File: config.mk
export PLATFORM = sky130hd
export DESIGN_NAME = mc_stall_ctrl_flat
export DESIGN_NICKNAME = d
export VERILOG_FILES = /design/src/rtl/mc_stall_ctrl_if.sv /design/src/rtl/mc_stall_ctrl.sv /design/src/flat_wrapper.sv
export SDC_FILE = /design/constraint.sdc
export NUM_CORES = 1
export LEC_CHECK = 0
export BUFFER_PORTS_ARGS = -buffer_cell sky130_fd_sc_hd__buf_2
export CAP_MARGIN = 10
export CORE_MARGIN = 4
export CORE_UTILIZATION = 42
export DETAILED_ROUTE_END_ITERATION = 12
export PLACE_DENSITY = 0.72
export SYNTH_ARGS = -nofsm -noshare
export SYNTH_HDL_FRONTEND = slang
export SYNTH_SLANG_ARGS = --single-unit
export TNS_END_PERCENT = 100
File: constraint.sdc
create_clock -name clk -period 1.3 [get_ports clk]
set_input_delay 0.26 -clock clk [delete_from_list [all_inputs] [get_ports clk]]
set_output_delay 0.26 -clock clk [all_outputs]
set_load 0.05 [all_outputs]
File: src/rtl/mc_stall_ctrl_if.sv
// Signal bundle between the stall controller and the pipeline/divider.
// Handshake: div_start_o launches the divider for one cycle; the divider answers with div_ready_i, the controller annuls it with div_annul_o on flush or timeout.
interface mc_stall_ctrl_if;
  logic       stallreq_id;
  logic       macc_req;
  logic       div_req;
  logic       div_ready_i;
  logic       flush_i;
  logic [5:0] pause;
  logic [1:0] cnt_o;
  logic       div_start_o;
  logic       div_annul_o;
  logic       busy_o;
  logic       div_timeout_o;
  logic [1:0] state_o;

  modport master (
    input  stallreq_id, macc_req, div_req, div_ready_i, flush_i,
    output pause, cnt_o, div_start_o, div_annul_o, busy_o, div_timeout_o, state_o
  );

  modport slave (
    output stallreq_id, macc_req, div_req, div_ready_i, flush_i,
    input  pause, cnt_o, div_start_o, div_annul_o, busy_o, div_timeout_o, state_o
  );
endinterface

File: src/rtl/mc_stall_ctrl.sv
// Pipeline stall controller and EX multi-cycle sequencer (madd/msub, div/divu).
// Combinational outputs are forced quiet while rst is low so reset takes effect immediately.
module mc_stall_ctrl #(
  parameter int DIV_TIMEOUT = 36,
  parameter int CNT_W       = 6
) (
  input  logic           clk,
  input  logic           rst,
  mc_stall_ctrl_if.master bus
);

  typedef enum logic [1:0] {
    IDLE     = 2'd0,
    MACC2    = 2'd1,
    DIV_RUN  = 2'd2,
    DIV_DONE = 2'd3
  } state_e;

  localparam logic [CNT_W-1:0] CNT_LAST = CNT_W'(DIV_TIMEOUT - 1);

  state_e           state_q, state_d;
  logic [CNT_W-1:0] cnt_q, cnt_d;
  logic             timeout_q, timeout_d;
  logic             ex_stall;
  logic             start;
  logic             annul;

  always_ff @(posedge clk or negedge rst) begin
    if (!rst) begin
      state_q   <= IDLE;
      cnt_q     <= '0;
      timeout_q <= 1'b0;
    end else begin
      state_q   <= state_d;
      cnt_q     <= cnt_d;
      timeout_q <= timeout_d;
    end
  end

  always_comb begin
    state_d   = state_q;
    cnt_d     = cnt_q;
    timeout_d = timeout_q;
    ex_stall  = 1'b0;
    start     = 1'b0;
    annul     = 1'b0;
    if (bus.flush_i) begin
      // Flush wins over everything; only a running divide needs cancelling.
      state_d = IDLE;
      cnt_d   = '0;
      annul   = (state_q == DIV_RUN);
    end else begin
      case (state_q)
        IDLE: begin
          if (bus.div_req) begin
            start    = 1'b1;
            ex_stall = 1'b1;
            cnt_d    = '0;
            state_d  = DIV_RUN;
          end else if (bus.macc_req) begin
            ex_stall = 1'b1;
            state_d  = MACC2;
          end
        end
        MACC2: begin
          state_d = IDLE;
        end
        DIV_RUN: begin
          ex_stall = 1'b1;
          cnt_d    = cnt_q + CNT_W'(1);
          if (bus.div_ready_i) begin
            state_d = DIV_DONE;
          end else if (cnt_q == CNT_LAST) begin
            annul     = 1'b1;
            timeout_d = 1'b1;
            state_d   = IDLE;
          end
        end
        DIV_DONE: begin
          state_d = IDLE;
        end
        default: begin
          state_d = IDLE;
          cnt_d   = '0;
        end
      endcase
    end
  end

  // EX stall covers the ID stall; MEM/WB keep flowing so ex_mem inserts a bubble.
  always_comb begin
    bus.pause = 6'b000000;
    if (rst) begin
      if (ex_stall) begin
        bus.pause = 6'b001111;
      end else if (bus.stallreq_id) begin
        bus.pause = 6'b000111;
      end
    end
  end

  assign bus.cnt_o         = (rst && state_q == MACC2) ? 2'b01 : 2'b00;
  assign bus.div_start_o   = rst & start;
  assign bus.div_annul_o   = rst & annul;
  assign bus.busy_o        = rst & (state_q != IDLE);
  assign bus.div_timeout_o = timeout_q;
  assign bus.state_o       = state_q;

endmodule

File: src/flat_wrapper.sv
// flat-port wrapper written by rule: the top's interface ports become plain ports
module mc_stall_ctrl_flat 
#(
  parameter int DIV_TIMEOUT = 36,
  parameter int CNT_W       = 6
)
  (clk, rst, bus_stallreq_id, bus_macc_req, bus_div_req, bus_div_ready_i, bus_flush_i, bus_pause, bus_cnt_o, bus_div_start_o, bus_div_annul_o, bus_busy_o, bus_div_timeout_o, bus_state_o);
  mc_stall_ctrl_if bus_i ();
  input  logic clk;
  input  logic rst;
  input wire logic [$bits(bus_i.stallreq_id)-1:0] bus_stallreq_id;
  input wire logic [$bits(bus_i.macc_req)-1:0] bus_macc_req;
  input wire logic [$bits(bus_i.div_req)-1:0] bus_div_req;
  input wire logic [$bits(bus_i.div_ready_i)-1:0] bus_div_ready_i;
  input wire logic [$bits(bus_i.flush_i)-1:0] bus_flush_i;
  output wire logic [$bits(bus_i.pause)-1:0] bus_pause;
  output wire logic [$bits(bus_i.cnt_o)-1:0] bus_cnt_o;
  output wire logic [$bits(bus_i.div_start_o)-1:0] bus_div_start_o;
  output wire logic [$bits(bus_i.div_annul_o)-1:0] bus_div_annul_o;
  output wire logic [$bits(bus_i.busy_o)-1:0] bus_busy_o;
  output wire logic [$bits(bus_i.div_timeout_o)-1:0] bus_div_timeout_o;
  output wire logic [$bits(bus_i.state_o)-1:0] bus_state_o;
  assign bus_i.stallreq_id = bus_stallreq_id;
  assign bus_i.macc_req = bus_macc_req;
  assign bus_i.div_req = bus_div_req;
  assign bus_i.div_ready_i = bus_div_ready_i;
  assign bus_i.flush_i = bus_flush_i;
  assign bus_pause = bus_i.pause;
  assign bus_cnt_o = bus_i.cnt_o;
  assign bus_div_start_o = bus_i.div_start_o;
  assign bus_div_annul_o = bus_i.div_annul_o;
  assign bus_busy_o = bus_i.busy_o;
  assign bus_div_timeout_o = bus_i.div_timeout_o;
  assign bus_state_o = bus_i.state_o;
  mc_stall_ctrl #(.DIV_TIMEOUT(DIV_TIMEOUT), .CNT_W(CNT_W)) u_core (.clk(clk), .rst(rst), .bus(bus_i));
endmodule
[After elaboration in Yosys (flattened, before gate mapping)]
Index checks and enable logic that the tools add are counted.
Word-level totals
  flip-flop bits (word level): 9
  bits of input ports: 7
  output and inout port bits: 14
  word-level logic and storage cells: 48
Cells by class
  add/sub/neg operators: 1
  equal/unequal tests: 7
  multiplexer cells: 24
  bitwise logic cells: 5
  reduce and logical (&&, ||, !) cells: 8
Operators by type and width (number)
  6-bit two-way mux: 4
  6-bit one-hot mux with 2 select lines: 1
  1-bit two-way mux: 11
  2-bit two-way mux: 5
  4-bit != test, second input constant: 2
  6-bit by 1-bit adder with 6-bit output, second input constant: 1
  6-bit equality test, second input constant: 1
  2-bit one-hot mux with 3 select lines: 1
  2-bit equality test, second input constant: 2
  2-bit AND reduction: 2
  4-bit AND reduction: 1
  1-bit bitwise AND: 3
  3-bit two-way mux: 1
  3-bit != test, second input constant: 1
  3-bit nonzero test: 1
  2-bit by 1-bit equality test with 1-bit output, second input constant: 1
  2-bit logical NOT: 1
  1-bit inverter: 2
  1-bit one-hot mux with 2 select lines: 1
  2-bit nonzero test: 1
  2-bit OR reduction: 1
  1-bit logical AND: 1

[Depth between registers and ports, before layout]
Gate-level depths: netlist of the first run.
  word-level depth: 6
  depth in mapped cells: 6
  depth with buffers taken out: 4

[Worst setup path before layout of the first run]
Ideal clock, no wire load.
  path type: register to output
  from: register u_core.state_q[1], in the netlist u_core.bus.state_o[1]
  to: output port bus_pause[1]
  arrival: 1.748 ns
  data required time: 1.040 ns
  slack: -0.708 ns
  cell stages (with the launch flop): 5
  buffers on the path: 2
  cells stage by stage: dfrtp_1 > buf_6 > o31a_2 > o21a_1 > buf_4
On the way
  cells in the longest elaborated chain, start to end: 5
  elaborated cells on any way between the ends: 6
  classes of those cells: eq/ne: 1; mux: 4; reduce/logical: 1
RTL lines
  start, declared: RTL line mc_stall_ctrl.sv:21  | state_e state_q, state_d;
  start signal, assigned: RTL line mc_stall_ctrl.sv:34  | state_q <= state_d;
  2-bit equality test / 2-bit logical NOT (equally long branches): RTL line mc_stall_ctrl.sv:53  | case (state_q)
  1-bit one-hot mux with 2 select lines *: RTL line mc_stall_ctrl.sv:53
  1-bit two-way mux *: RTL line mc_stall_ctrl.sv:47  | if (bus.flush_i) begin
  6-bit two-way mux *: RTL line mc_stall_ctrl.sv:94  | if (ex_stall) begin
  6-bit two-way mux *: RTL line mc_stall_ctrl.sv:93  | if (rst) begin
  end, declared: RTL line flat_wrapper.sv:16  | output wire logic [$bits(bus_i.pause)-1:0] bus_pause;
Mark *: on every way between the ends. The rest lies on a longest branch, timed or not.

[Final worst setup path of the first run]
  from: register u_core.cnt_q[4]
  to: output port bus_div_annul_o
On the way
  cells in the longest elaborated chain, start to end: 6
RTL lines
  start, declared: RTL line mc_stall_ctrl.sv:22  | logic [CNT_W-1:0] cnt_q, cnt_d;
  start signal, assigned: RTL line mc_stall_ctrl.sv:35  | cnt_q <= cnt_d;
  6-bit equality test: RTL line mc_stall_ctrl.sv:73  | end else if (cnt_q == CNT_LAST) begin
  1-bit two-way mux: RTL line mc_stall_ctrl.sv:73
  1-bit two-way mux: RTL line mc_stall_ctrl.sv:71  | if (bus.div_ready_i) begin
  1-bit two-way mux: RTL line mc_stall_ctrl.sv:53
  1-bit two-way mux: RTL line mc_stall_ctrl.sv:47
  1-bit bitwise AND: RTL line mc_stall_ctrl.sv:104  | assign bus.div_annul_o = rst & annul;
  end, declared: RTL line flat_wrapper.sv:19  | output wire logic [$bits(bus_i.div_annul_o)-1:0] bus_div_annul_o;
No other way between the ends.

==> impl_summary.txt, run 1 <==
----------------------------------------------------
[Status]
  Run status ... finished, violations left
  Violated checks ... setup timing

[Worst setup path]
  Critical path class ... reg -> out
  Crit path required time ... 1.04 ns
  Logic depth of the worst register-to-register path ... 4
  Type of element capturing the critical path ... output pin
  End point of the critical path ... bus_div_annul_o
  Critical path launch point type ... flip-flop
  Reg-to-reg startpoint ... u_core.cnt_q[4]$_DFFE_PN0P_
  Launching instance or port of the critical path ... u_core.cnt_q[4]$_DFFE_PN0P_
  Crit path DAT ... 1.59 ns
  Worst reg2reg setup slack ... -0.04 ns
  Capture point of the worst reg-to-reg path ... u_core.bus.state_o[1]$_DFFE_PN0P_
  Worst Path Max Fanout ... 2

[Routing]
  Initial detailed-routing violation count ... 15
  Vias per inst ... 5.53
  Detailed Routing Iterations Pass 1 ... 4
  Routed wire length ... 2190 um
  Number of nets with antenna violations after detailed routing ... 0
  Remaining design rule violation count ... 0
  Post-DR wirelength/cell ... 18.2 um
  Via count ... 664

[CTS]
  Number of H-tree levels ... 1
  CTS clock-pin slew for the worst setup and hold paths ... 0.07 ns
  Insertion delay to the later sink of the worst-skew pair ... 0.27 ns
  Buffer levels on the longest clock path ... 2
  Clock tree from TritonCTS ... yes
  Clock buffers created by TritonCTS ... 3
  Sink Count ... 9
  Root buffer selected by CTS ... sky130_fd_sc_hd__clkbuf_4

[Floorplanning]
  Starting density of the core ... 44.6%
  Core area ... 0.00130 sq mm
  Width of the die ... 45.2 um
  Die span in y ... 45.2 um
  Num rows ... 13
  Overall die area ... 0.00204 sq mm
  Top-level port count ... 21

[Synth]
  Syn Area/Cell ... 9.68 sq um
  Post-synth top area share ... 38.8%
  Most used standard cell by instance count after synthesis ... sky130_fd_sc_hd__dfrtp_1
  Synth Cell Area ... 581 sq um
  Number of cells produced by synthesis ... 60
  Sequential fraction of the synthesis area ... 38.8%
  Synth cell types ... 34
  Synth cell count leaders ... sky130_fd_sc_hd__dfrtp_1, sky130_fd_sc_hd__buf_4, sky130_fd_sc_hd__a21oi_1, sky130_fd_sc_hd__nand3_1, sky130_fd_sc_hd__nor2_1
  Area leader, netlist ... sky130_fd_sc_hd__dfrtp_1
  Flip-flop cell with the highest count after synthesis ... sky130_fd_sc_hd__dfrtp_1
  EDFF count, synth ... 0
  Synthesis-stage register bit count ... 9
  Synth warnings ... 0
  Fraction of registers with async set or reset after synthesis ... 100%
  Most area-consuming cells after synthesis ... sky130_fd_sc_hd__dfrtp_1, sky130_fd_sc_hd__buf_4, sky130_fd_sc_hd__buf_6

[Pwr]
  IR Drop Worst-Case VDD ... 0.717 mV
  Leakage component of the power ... 0.553 nW
  P per Cell Area ... 828 mW/mm^2

[STA]
  Pins over their slew limit ... 0
  Final critical-path setup slack ... -0.551 ns
  Fmax ... 540 MHz
  Setup repair after global routing missed its margin ... true
  Crit path time final ... 1.85 ns
  Setup Viol. Count Final ... 14
  Count of endpoints failing hold in the final timing report ... 0
  Hold Slack ... 0.0221 ns
  Final clock period utilization by the worst path ... 142%
  Final worst clock skew ... 0.00522 ns

[Layout]
  Number of diodes ... 0
  Post-layout nets ... 114
  Final non-filler cell total ... 120
  Final instance area ... 0.00111 sq mm
  Area growth from synthesis to layout ... 90.5%
  Fraction of layout instances using a drive strength above 1 ... 67.6%
  Fill cell count ... 72

[Place]
  Final HPWL DP ... 1110 um
  Count of input and output buffers ... 17
  Cell area reported after detailed placement ... 812 sq um
  Worst slack at placement ... -0.328 ns
  Number of instances in the placed design ... 106
  Final GP Congestion ... 0.839

[Global routing]
  Via count of the first global-routing pass ... 615
  GR Util All Layers ... 21.9%
  Antenna violations before repair ... 0
  Maximum number of pins on one net before global-route repair ... 9
  First-pass GRT wire length ... 3010 um
  Leftover overflow at the end of global routing ... 0

[Worst hold path]
  Type of the tightest min-delay check ... in -> async

[Flow run]
  Number of max-cap violations ... 0

----------------------------------------------------
==> flip-flops by register name, indices dropped and copies added (netlist names) <==
register and cells:
u_core.bus.div_timeout_o 1, u_core.cnt_q 6, u_core.bus.state_o 2
==> final cells by class <==
| type | count | area [sq um] | share of cell area, % |
|---|---|---|---|
| repair buffers | 46 | 437 | 39.5 |
| inverters | 2 | 7.51 | 0.679 |
| clock buffers | 4 | 26.3 | 2.38 |
| well taps | 15 | 18.8 | 1.70 |
| multi-input cells | 44 | 389 | 35.2 |
| flip-flops and latches | 9 | 228 | 20.6 |
==> cell usage in the layout (no fill, tap or decap), types with 2 or more instances in the layout <==
cell	netlist	routed
sky130_fd_sc_hd__buf_8	0	6
sky130_fd_sc_hd__conb_1	1	3
sky130_fd_sc_hd__and3_1	2	2
sky130_fd_sc_hd__dfrtp_1	9	7
sky130_fd_sc_hd__buf_4	5	18
sky130_fd_sc_hd__clkbuf_4	0	3
sky130_fd_sc_hd__buf_2	0	7
sky130_fd_sc_hd__inv_1	2	2
sky130_fd_sc_hd__a21oi_2	0	2
sky130_fd_sc_hd__dfrtp_2	0	2
sky130_fd_sc_hd__o21ai_1	1	2
sky130_fd_sc_hd__buf_6	2	13
sky130_fd_sc_hd__a21oi_1	4	2
sky130_fd_sc_hd__nand3_1	4	4
==> kinds of logic (layout without fill, tap and decap cells) <==
logic type	Yosys count	in the layout	synth area share (%)
buf+inv	9	52	11.6
simple gates	22	22	23.3
flops	9	9	38.8
other cells	1	3	0.646
compound gates	17	17	22.0
fa+ha+maj	1	1	2.15
xor+xnor	1	1	1.51
==> how the worst min path moves through the flow <==
stage	from	endpoint	cells after the start
2_1_floorplan	rst	u_core.bus.div_timeout_o$_DFFE_PN0P_	0
3_3_place_gp	rst	u_core.cnt_q[5]$_DFFE_PN0P_	1
3_5_place_dp	rst	u_core.cnt_q[5]$_DFFE_PN0P_	1
4_1_cts	rst	u_core.bus.div_timeout_o$_DFFE_PN0P_	2
5_1_grt	rst	u_core.cnt_q[4]$_DFFE_PN0P_	2
6_report	rst	u_core.cnt_q[4]$_DFFE_PN0P_	2
==> timing repair <==
item,in CTS,in global routing
setup buffers,6,4
hold buffers,1,0
pin swaps,8,7
hold endpoints to repair,1,0
setup endpoints to repair,12,16
gates resized for setup,37,11
==> critical path: stages, from the launching register on <==
cell and delay, ns:
sky130_fd_sc_hd__dfrtp_1 0.40, sky130_fd_sc_hd__nor4_2 0.32, sky130_fd_sc_hd__and3_1 0.28, sky130_fd_sc_hd__o211a_4 0.18, sky130_fd_sc_hd__buf_8 0.14
==> report_power, final <==
part | switching, mW | internal (mW)
clock | 0.112 | 0.119
sequential | 0.0114 | 0.290
combinational | 0.205 | 0.179
total | 0.328 | 0.588
==> stage by stage <==
| step | utilization (%) | setup TNS [ns] | total power, mW |
|---|---|---|---|
| 4_1_cts | 80.0 | -2.62 | 0.878 |
| 5_1_grt | 85.0 | -3.57 | 0.963 |
| 6_report | 85.0 | -3.00 | 0.916 |
| 3_3_place_gp | 62.4 | -0.581 | 0.553 |
| 2_1_floorplan | - | -1.84 | 0.492 |
| 3_5_place_dp | 62.4 | -0.738 | 0.557 |
==> routing by layer <==
metal	wire [um]	GRT usage, %
met5	0	0
met4	85	13.5
met3	111	3.98
met2	1230	38.4
met1	762	24.0
(Power assumes the default switching activity.)
==> inputs of run 2 (changes only) <==
==> constraint.sdc (replaced) <==
create_clock -name clk -period 1.3 [get_ports clk]
set_input_delay 0.065 -clock clk [delete_from_list [all_inputs] [get_ports clk]]
set_output_delay 0.065 -clock clk [all_outputs]
set_load 0.05 [all_outputs]
==> run 2 against run 1 <==
Hold slack better by 0.048 ns. Clock-buffer cell count stayed put. Combinational power is 10% lower. Non-clock buffer count is 9 lower. Wire length is 14% lower. Sequential share of layout area is 1.9 points higher. The run still ends with setup timing left. Global-route usage is 3.7 points lower. Via count is 6.3% lower.
==> impl_summary.txt, run 2 (synthesized netlist as in run 1, its figures left out) <==
----------------------------------------------------
[Worst hold path]
  Type of the tightest min-delay check ... in -> reg (was in -> async)

[Layout]
  Final non-filler cell total ... 111 (was 120)
  Most common cell after layout, fill and taps aside ... sky130_fd_sc_hd__buf_4 (unchanged)
  Post-layout nets ... 105 (was 114)
  Max FFs per register ... 6 (unchanged)
  Commonest cells after routing, fill and taps aside ... sky130_fd_sc_hd__buf_4, sky130_fd_sc_hd__buf_6, sky130_fd_sc_hd__buf_2, sky130_fd_sc_hd__dfrtp_1, sky130_fd_sc_hd__buf_8 (unchanged)
  Area growth from synthesis to layout ... 74.1% (was 90.5%)
  Number of diodes ... 0 (unchanged)
  Fraction of layout instances using a drive strength above 1 ... 63.5% (was 67.6%)
  Reg with most FFs ... u_core.cnt_q (unchanged)

[Place]
  Final HPWL DP ... 1010 um (was 1110 um)
  Final GP Congestion ... 0.844 (was 0.839)
  Count of input and output buffers ... 17 (unchanged)
  Number of instances in the placed design ... 96 (was 106)
  Worst slack at placement ... 0.000293 ns (was -0.328 ns)

[Worst setup path]
  Crit path DAT ... 1.43 ns (was 1.59 ns)
  Crit path required time ... 1.24 ns (was 1.04 ns)
  Buf/Inv on CP ... 1 (unchanged)
  Highest-delay cell along the critical path ... sky130_fd_sc_hd__dfrtp_1 (unchanged)
  Worst path max stage delay ... 0.38 ns (was 0.40 ns)
  Worst Path Max Fanout ... 2 (unchanged)
  Sequence of cells on the critical path ... nor4_2 -> and3_1 -> o211a_4 -> buf_8 (unchanged)
  Critical path launch point type ... flip-flop (unchanged)
  Critical path class ... reg -> out (unchanged)
  Type of element capturing the critical path ... output pin (unchanged)
  Kind of cell with the highest combined delay on the critical path ... simple AND/OR/NAND/NOR gates (unchanged)

[Pwr]
  Leakage component of the power ... 0.501 nW (was 0.553 nW)
  Switching Fraction ... 36.2% (was 35.8%)
  Part of the power in the clock network ... 26.1% (was 25.2%)
  Internal portion of total power ... 559 uW (was 588 uW)
  Register share of total power ... 34.6% (was 32.9%)
  Switching power of the nets ... 318 uW (was 328 uW)
  Portion of total power attributed to combinational logic ... 39.3% (was 41.9%)
  Power consumption ... 877 uW (was 916 uW)
  IR Drop Worst-Case VDD ... 0.802 mV (was 0.717 mV)
  P per Cell Area ... 867 mW/mm^2 (was 828 mW/mm^2)

[STA]
  Fmax ... 668 MHz (was 540 MHz)
  Setup Viol. Count Final ... 9 (was 14)
  Setup repair after global routing missed its margin ... true (unchanged)
  Count of endpoints failing hold in the final timing report ... 0 (unchanged)
  Pins over their slew limit ... 0 (unchanged)
  Crit path time final ... 1.50 ns (was 1.85 ns)
  Final worst clock skew ... 0.00227 ns (was 0.00522 ns)
  Final critical-path setup slack ... -0.196 ns (was -0.551 ns)
  Final clock period utilization by the worst path ... 115% (was 142%)

[CTS]
  Insertion delay to the later sink of the worst-skew pair ... 0.26 ns (was 0.27 ns)
  CTS clock-pin slew for the worst setup and hold paths ... 0.07 ns (about the same)
  Root buffer selected by CTS ... sky130_fd_sc_hd__clkbuf_4 (unchanged)
  Clock buffers created by TritonCTS ... 3 (unchanged)
  Sink Count ... 9 (unchanged)
  Clock tree from TritonCTS ... yes (unchanged)
  Buffer levels on the longest clock path ... 2 (unchanged)
  Number of H-tree levels ... 1 (unchanged)

[Routing]
  Detailed Routing Iterations Pass 1 ... 4 (unchanged)
  Vias per inst ... 5.60 (was 5.53)
  Routed wire length ... 1880 um (was 2190 um)
  Initial detailed-routing violation count ... 12 (was 15)
  Via count ... 622 (was 664)
  Post-DR wirelength/cell ... 16.9 um (was 18.2 um)
  Number of nets with antenna violations after detailed routing ... 0 (unchanged)
  Remaining design rule violation count ... 0 (unchanged)

[Floorplanning]
  Num rows ... 13 (unchanged)
  Width of the die ... 45.2 um (unchanged)
  Starting density of the core ... 44.6% (unchanged)
  Overall die area ... 0.00204 sq mm (unchanged)
  Top-level port count ... 21 (unchanged)
  Core area ... 0.00130 sq mm (unchanged)
  Die span in y ... 45.2 um (unchanged)

[Status]
  Violated checks ... setup timing (unchanged)
  Run status ... finished, violations left (unchanged)

[Global routing]
  First-pass GRT wire length ... 2620 um (was 3010 um)
  Via count of the first global-routing pass ... 555 (was 615)
  Antenna violations before repair ... 0 (unchanged)
  GR Util All Layers ... 18.2% (was 21.9%)
  Maximum number of pins on one net before global-route repair ... 10 (was 9)
  Leftover overflow at the end of global routing ... 0 (unchanged)

[Flow run]
  Number of max-cap violations ... 0 (unchanged)

----------------------------------------------------
run 2: worst paths after layout:
path	to	cells past startpoint	slack (ns)	start
worst max-delay path	bus_div_annul_o	4	-0.20	u_core.cnt_q[2]$_DFFE_PN0P_
worst min-delay path	u_core.bus.state_o[0]$_DFFE_PN0P_	2	0.07	bus_flush_i
worst max register to register	u_core.cnt_q[3]$_DFFE_PN0P_	6	-0.08	u_core.bus.state_o[0]$_DFFE_PN0P_
worst min register to register	u_core.bus.div_timeout_o$_DFFE_PN0P_	1	0.47	u_core.bus.div_timeout_o$_DFFE_PN0P_
max in group asynchronous	u_core.bus.state_o[1]$_DFFE_PN0P_	2	0.57	rst
min in group asynchronous	u_core.cnt_q[3]$_DFFE_PN0P_	2	0.39	rst
run 2: repair_timing:
item                                    4_1_cts  5_1_grt
pin swaps                                     4        8
hold buffers                                  1        0
hold endpoints to repair                      9        0
endpoints found under the setup margin        7       12
buffers inserted                              5        5
resized for setup                            22       24
run 2: area by class of cell:
type / count / area (sq um)
clock buffers: 4 / 26.3
fillers: 79 / 290
inverters: 2 / 7.51
multi-input cells: 44 / 390
flip-flops and latches: 9 / 228
well taps: 15 / 18.8
repair buffers: 37 / 340
run 2: layer usage:
metal / wire length [um] / track usage (%) / vias to the layer above
met5: 0 / 0 / -
met4: 23 / 7.02 / 0
met3: 91 / 3.98 / 4
met2: 1060 / 30.5 / 26
met1: 707 / 22.4 / 309
li1: - / - / 283
run 2: per-stage QoR:
| stage | hold WS [ns] | util, % | area (sq um) | setup TNS (ns) |
|---|---|---|---|---|
| floorplan | -0.231 | - | 631 | -0.605 |
| global placement | -0.0393 | 55.9 | 727 | 0 |
| detailed placement | -0.0316 | 55.9 | 727 | 0 |
| CTS | 0.0270 | 67.0 | 872 | -0.712 |
| global route | 0.0806 | 77.7 | 1010 | -1.36 |
| finish | 0.0696 | 77.7 | 1010 | -0.913 |
run 2: power by group through the flow:
| stage | clock (mW) | sequential, mW | combinational, mW |
|---|---|---|---|
| final | 0.229 | 0.303 | 0.345 |
| after global routing | 0.249 | 0.305 | 0.360 |
| after CTS | 0.233 | 0.301 | 0.271 |
| after detailed placement | 0 | 0.308 | 0.219 |
| after global placement | 0 | 0.308 | 0.216 |
| after floorplan | 0 | 0.322 | 0.167 |
==> inputs of run 3 (changes only) <==
CORE_UTILIZATION = 40   (was 42)
PLACE_DENSITY = 0.69   (was 0.72)
clock period = 1.29 ns   (was 1.3 ns; I/O delays follow)
==> run 3 against run 2 <==
The run still ends with setup timing left. Clock power shrank 3%. Register-to-register slack gained 0.02 ns. Sequential power is essentially flat. Sequential share of layout area grew 1.5 points. Global-route usage shrank 1.8 points. First-iteration DRC count grew 100%. Combinational power shrank 8.7%. Critical endpoint unchanged.
==> impl_summary.txt, run 3 (synthesized netlist as in run 1, its figures left out) <==
----------------------------------------------------
[Floorplanning]
  Core area ... 0.00133 sq mm (was 0.00130 sq mm)
  Num rows ... 13 (unchanged)
  Die span in y ... 46.1 um (was 45.2 um)
  Starting density of the core ... 43.5% (was 44.6%)
  Overall die area ... 0.00212 sq mm (was 0.00204 sq mm)
  Top-level port count ... 21 (unchanged)
  Width of the die ... 46.1 um (was 45.2 um)

[CTS]
  CTS clock-pin slew for the worst setup and hold paths ... 0.06 ns (was 0.07 ns)
  Clock tree from TritonCTS ... yes (unchanged)
  Insertion delay to the later sink of the worst-skew pair ... 0.27 ns (was 0.26 ns)
  Clock buffers created by TritonCTS ... 3 (unchanged)
  Sink Count ... 9 (unchanged)
  Root buffer selected by CTS ... sky130_fd_sc_hd__clkbuf_4 (unchanged)
  Number of H-tree levels ... 1 (unchanged)
  Buffer levels on the longest clock path ... 2 (unchanged)

[Layout]
  Reg with most FFs ... u_core.cnt_q (unchanged)
  Number of diodes ... 0 (unchanged)
  Fraction of layout instances using a drive strength above 1 ... 58.5% (was 63.5%)
  Area growth from synthesis to layout ... 63.4% (was 74.1%)
  Commonest cells after routing, fill and taps aside ... sky130_fd_sc_hd__buf_4, sky130_fd_sc_hd__buf_2, sky130_fd_sc_hd__buf_6, sky130_fd_sc_hd__dfrtp_1 (was sky130_fd_sc_hd__buf_4, sky130_fd_sc_hd__buf_6, sky130_fd_sc_hd__buf_2, sky130_fd_sc_hd__dfrtp_1, sky130_fd_sc_hd__buf_8)
  Most common cell after layout, fill and taps aside ... sky130_fd_sc_hd__buf_4 (unchanged)
  Max FFs per register ... 6 (unchanged)
  Post-layout nets ... 103 (was 105)

[STA]
  Count of endpoints failing hold in the final timing report ... 0 (unchanged)
  Final critical-path setup slack ... -0.234 ns (was -0.196 ns)
  Pins over their slew limit ... 0 (unchanged)
  Final clock period utilization by the worst path ... 118%
  Crit path time final ... 1.52 ns
  Setup repair after global routing missed its margin ... true (unchanged)
  Setup Viol. Count Final ... 10 (was 9)
  Final worst clock skew ... 0.00856 ns (was 0.00227 ns)
  Fmax ... 656 MHz
  Final total negative setup slack ... -1.02 ns (was -0.913 ns)

[Place]
  Worst slack at placement ... -0.0468 ns (was 0.000293 ns)
  Final HPWL DP ... 959 um (was 1010 um)
  Final GP Congestion ... 0.727 (was 0.844)
  Count of input and output buffers ... 17 (unchanged)

[Global routing]
  Antenna violations before repair ... 0 (unchanged)
  First-pass GRT wire length ... 2410 um (was 2620 um)
  GR Util All Layers ... 16.4% (was 18.2%)
  Leftover overflow at the end of global routing ... 0 (unchanged)
  Maximum number of pins on one net before global-route repair ... 10 (unchanged)
  Via count of the first global-routing pass ... 537 (was 555)

[Worst setup path]
  Kind of cell with the highest combined delay on the critical path ... simple AND/OR/NAND/NOR gates (unchanged)
  Crit path required time ... 1.23 ns (was 1.24 ns)
  Highest-delay cell along the critical path ... sky130_fd_sc_hd__dfrtp_1 (unchanged)
  Type of element capturing the critical path ... output pin (unchanged)
  Sequence of cells on the critical path ... nor4_1 -> and3_1 -> o211a_4 -> buf_8 (was nor4_2 -> and3_1 -> o211a_4 -> buf_8)
  Crit path DAT ... 1.46 ns (was 1.43 ns)
  Worst Path Max Fanout ... 2 (unchanged)
  Worst path max stage delay ... 0.38 ns (about the same)
  Buf/Inv on CP ... 1 (unchanged)
  Critical path launch point type ... flip-flop (unchanged)
  Critical path class ... reg -> out (unchanged)

[Worst hold path]
  Type of the tightest min-delay check ... in -> reg (unchanged)

[Routing]
  Vias per inst ... 5.40 (was 5.60)
  Detailed Routing Iterations Pass 1 ... 4 (unchanged)
  Number of nets with antenna violations after detailed routing ... 0 (unchanged)
  Routed wire length ... 1740 um (was 1880 um)
  Post-DR wirelength/cell ... 16.0 um (was 16.9 um)
  Via count ... 589 (was 622)
  Initial detailed-routing violation count ... 24 (was 12)
  Remaining design rule violation count ... 0 (unchanged)

[Flow run]
  Number of max-cap violations ... 0 (unchanged)

[Pwr]
  P per Cell Area ... 886 mW/mm^2 (was 867 mW/mm^2)
  Power consumption ... 840 uW (was 877 uW)
  Leakage component of the power ... 0.481 nW (was 0.501 nW)
  IR Drop Worst-Case VDD ... 0.670 mV (was 0.802 mV)

[Status]
  Run status ... finished, violations left (unchanged)
  Violated checks ... setup timing (unchanged)

----------------------------------------------------
## run 3: cell count changes in the layout (fill, tap and decap cells not counted), sizes merged
| cell | before | now |
|---|---|---|
| buf | 36 | 34 |
## run 3: metal layers
metal | up-vias | global-route usage, % | share of wire, %
met4 | 0 | 9.09 | 3.0
met5 | - | 0 | 0
met1 | 281 | 19.8 | 39
met3 | 7 | 6.25 | 6.4
met2 | 22 | 24.7 | 52
li1 | 279 | - | -
## run 3: path summary, 6_finish.rpt
path | from | to | slack (ns) | cells past startpoint
worst max-delay path | u_core.cnt_q[2]$_DFFE_PN0P_ | bus_div_annul_o | -0.23 | 4
min in group asynchronous | rst | u_core.cnt_q[3]$_DFFE_PN0P_ | 0.37 | 2
worst min register to register | u_core.bus.div_timeout_o$_DFFE_PN0P_ | u_core.bus.div_timeout_o$_DFFE_PN0P_ | 0.46 | 1
worst max register to register | u_core.bus.state_o[0]$_DFFE_PN0P_ | u_core.cnt_q[3]$_DFFE_PN0P_ | -0.06 | 5
max in group asynchronous | rst | u_core.bus.state_o[1]$_DFFE_PN0P_ | 0.59 | 2
worst min-delay path | bus_flush_i | u_core.bus.state_o[0]$_DFFE_PN0P_ | 0.04 | 2
## run 3: final cells by class
cell class / count / area, sq um
Clock buffer: 4 / 26.3
Fill cell: 96 / 385
Inverter: 2 / 7.51
Multi-Input combinational cell: 44 / 353
Sequential cell: 9 / 228
Tap cell: 15 / 18.8
Timing Repair Buffer: 35 / 315
## run 3: worst register-to-register path, cell delays in order, from the launching register on
cell	delay, ns
sky130_fd_sc_hd__dfrtp_2	0.46
sky130_fd_sc_hd__buf_12	0.15
sky130_fd_sc_hd__o21bai_4	0.17
sky130_fd_sc_hd__a21oi_2	0.17
sky130_fd_sc_hd__xor2_1	0.20
sky130_fd_sc_hd__and2_1	0.14
## run 3: timing repair
item                                   4_1_cts  5_1_grt
hold buffers                                 1        0
setup endpoints to repair                    7       11
setup buffers                                3        5
cloned                                       0        0
resized for setup                           19       12
endpoints found under the hold margin        9        0
pin swaps                                    4        2
## run 3: where the power goes
part / total, mW / leakage, nW / switching, mW / internal (mW)
combinational: 0.315 / 0.346 / 0.183 / 0.132
sequential: 0.304 / 0.121 / 0.0117 / 0.293
clock: 0.221 / 0.0150 / 0.101 / 0.119
## run 3: metrics by stage
step	hold slack (ns)	util (%)	std cells	instance area [sq um]
5_1_grt	0.0415	71.1	109	948
2_1_floorplan	-0.231	-	62	631
3_3_place_gp	-0.0434	54.5	96	727
3_5_place_dp	-0.0313	54.5	96	727
6_report	0.0393	71.1	109	948
4_1_cts	0.0273	63.3	104	845
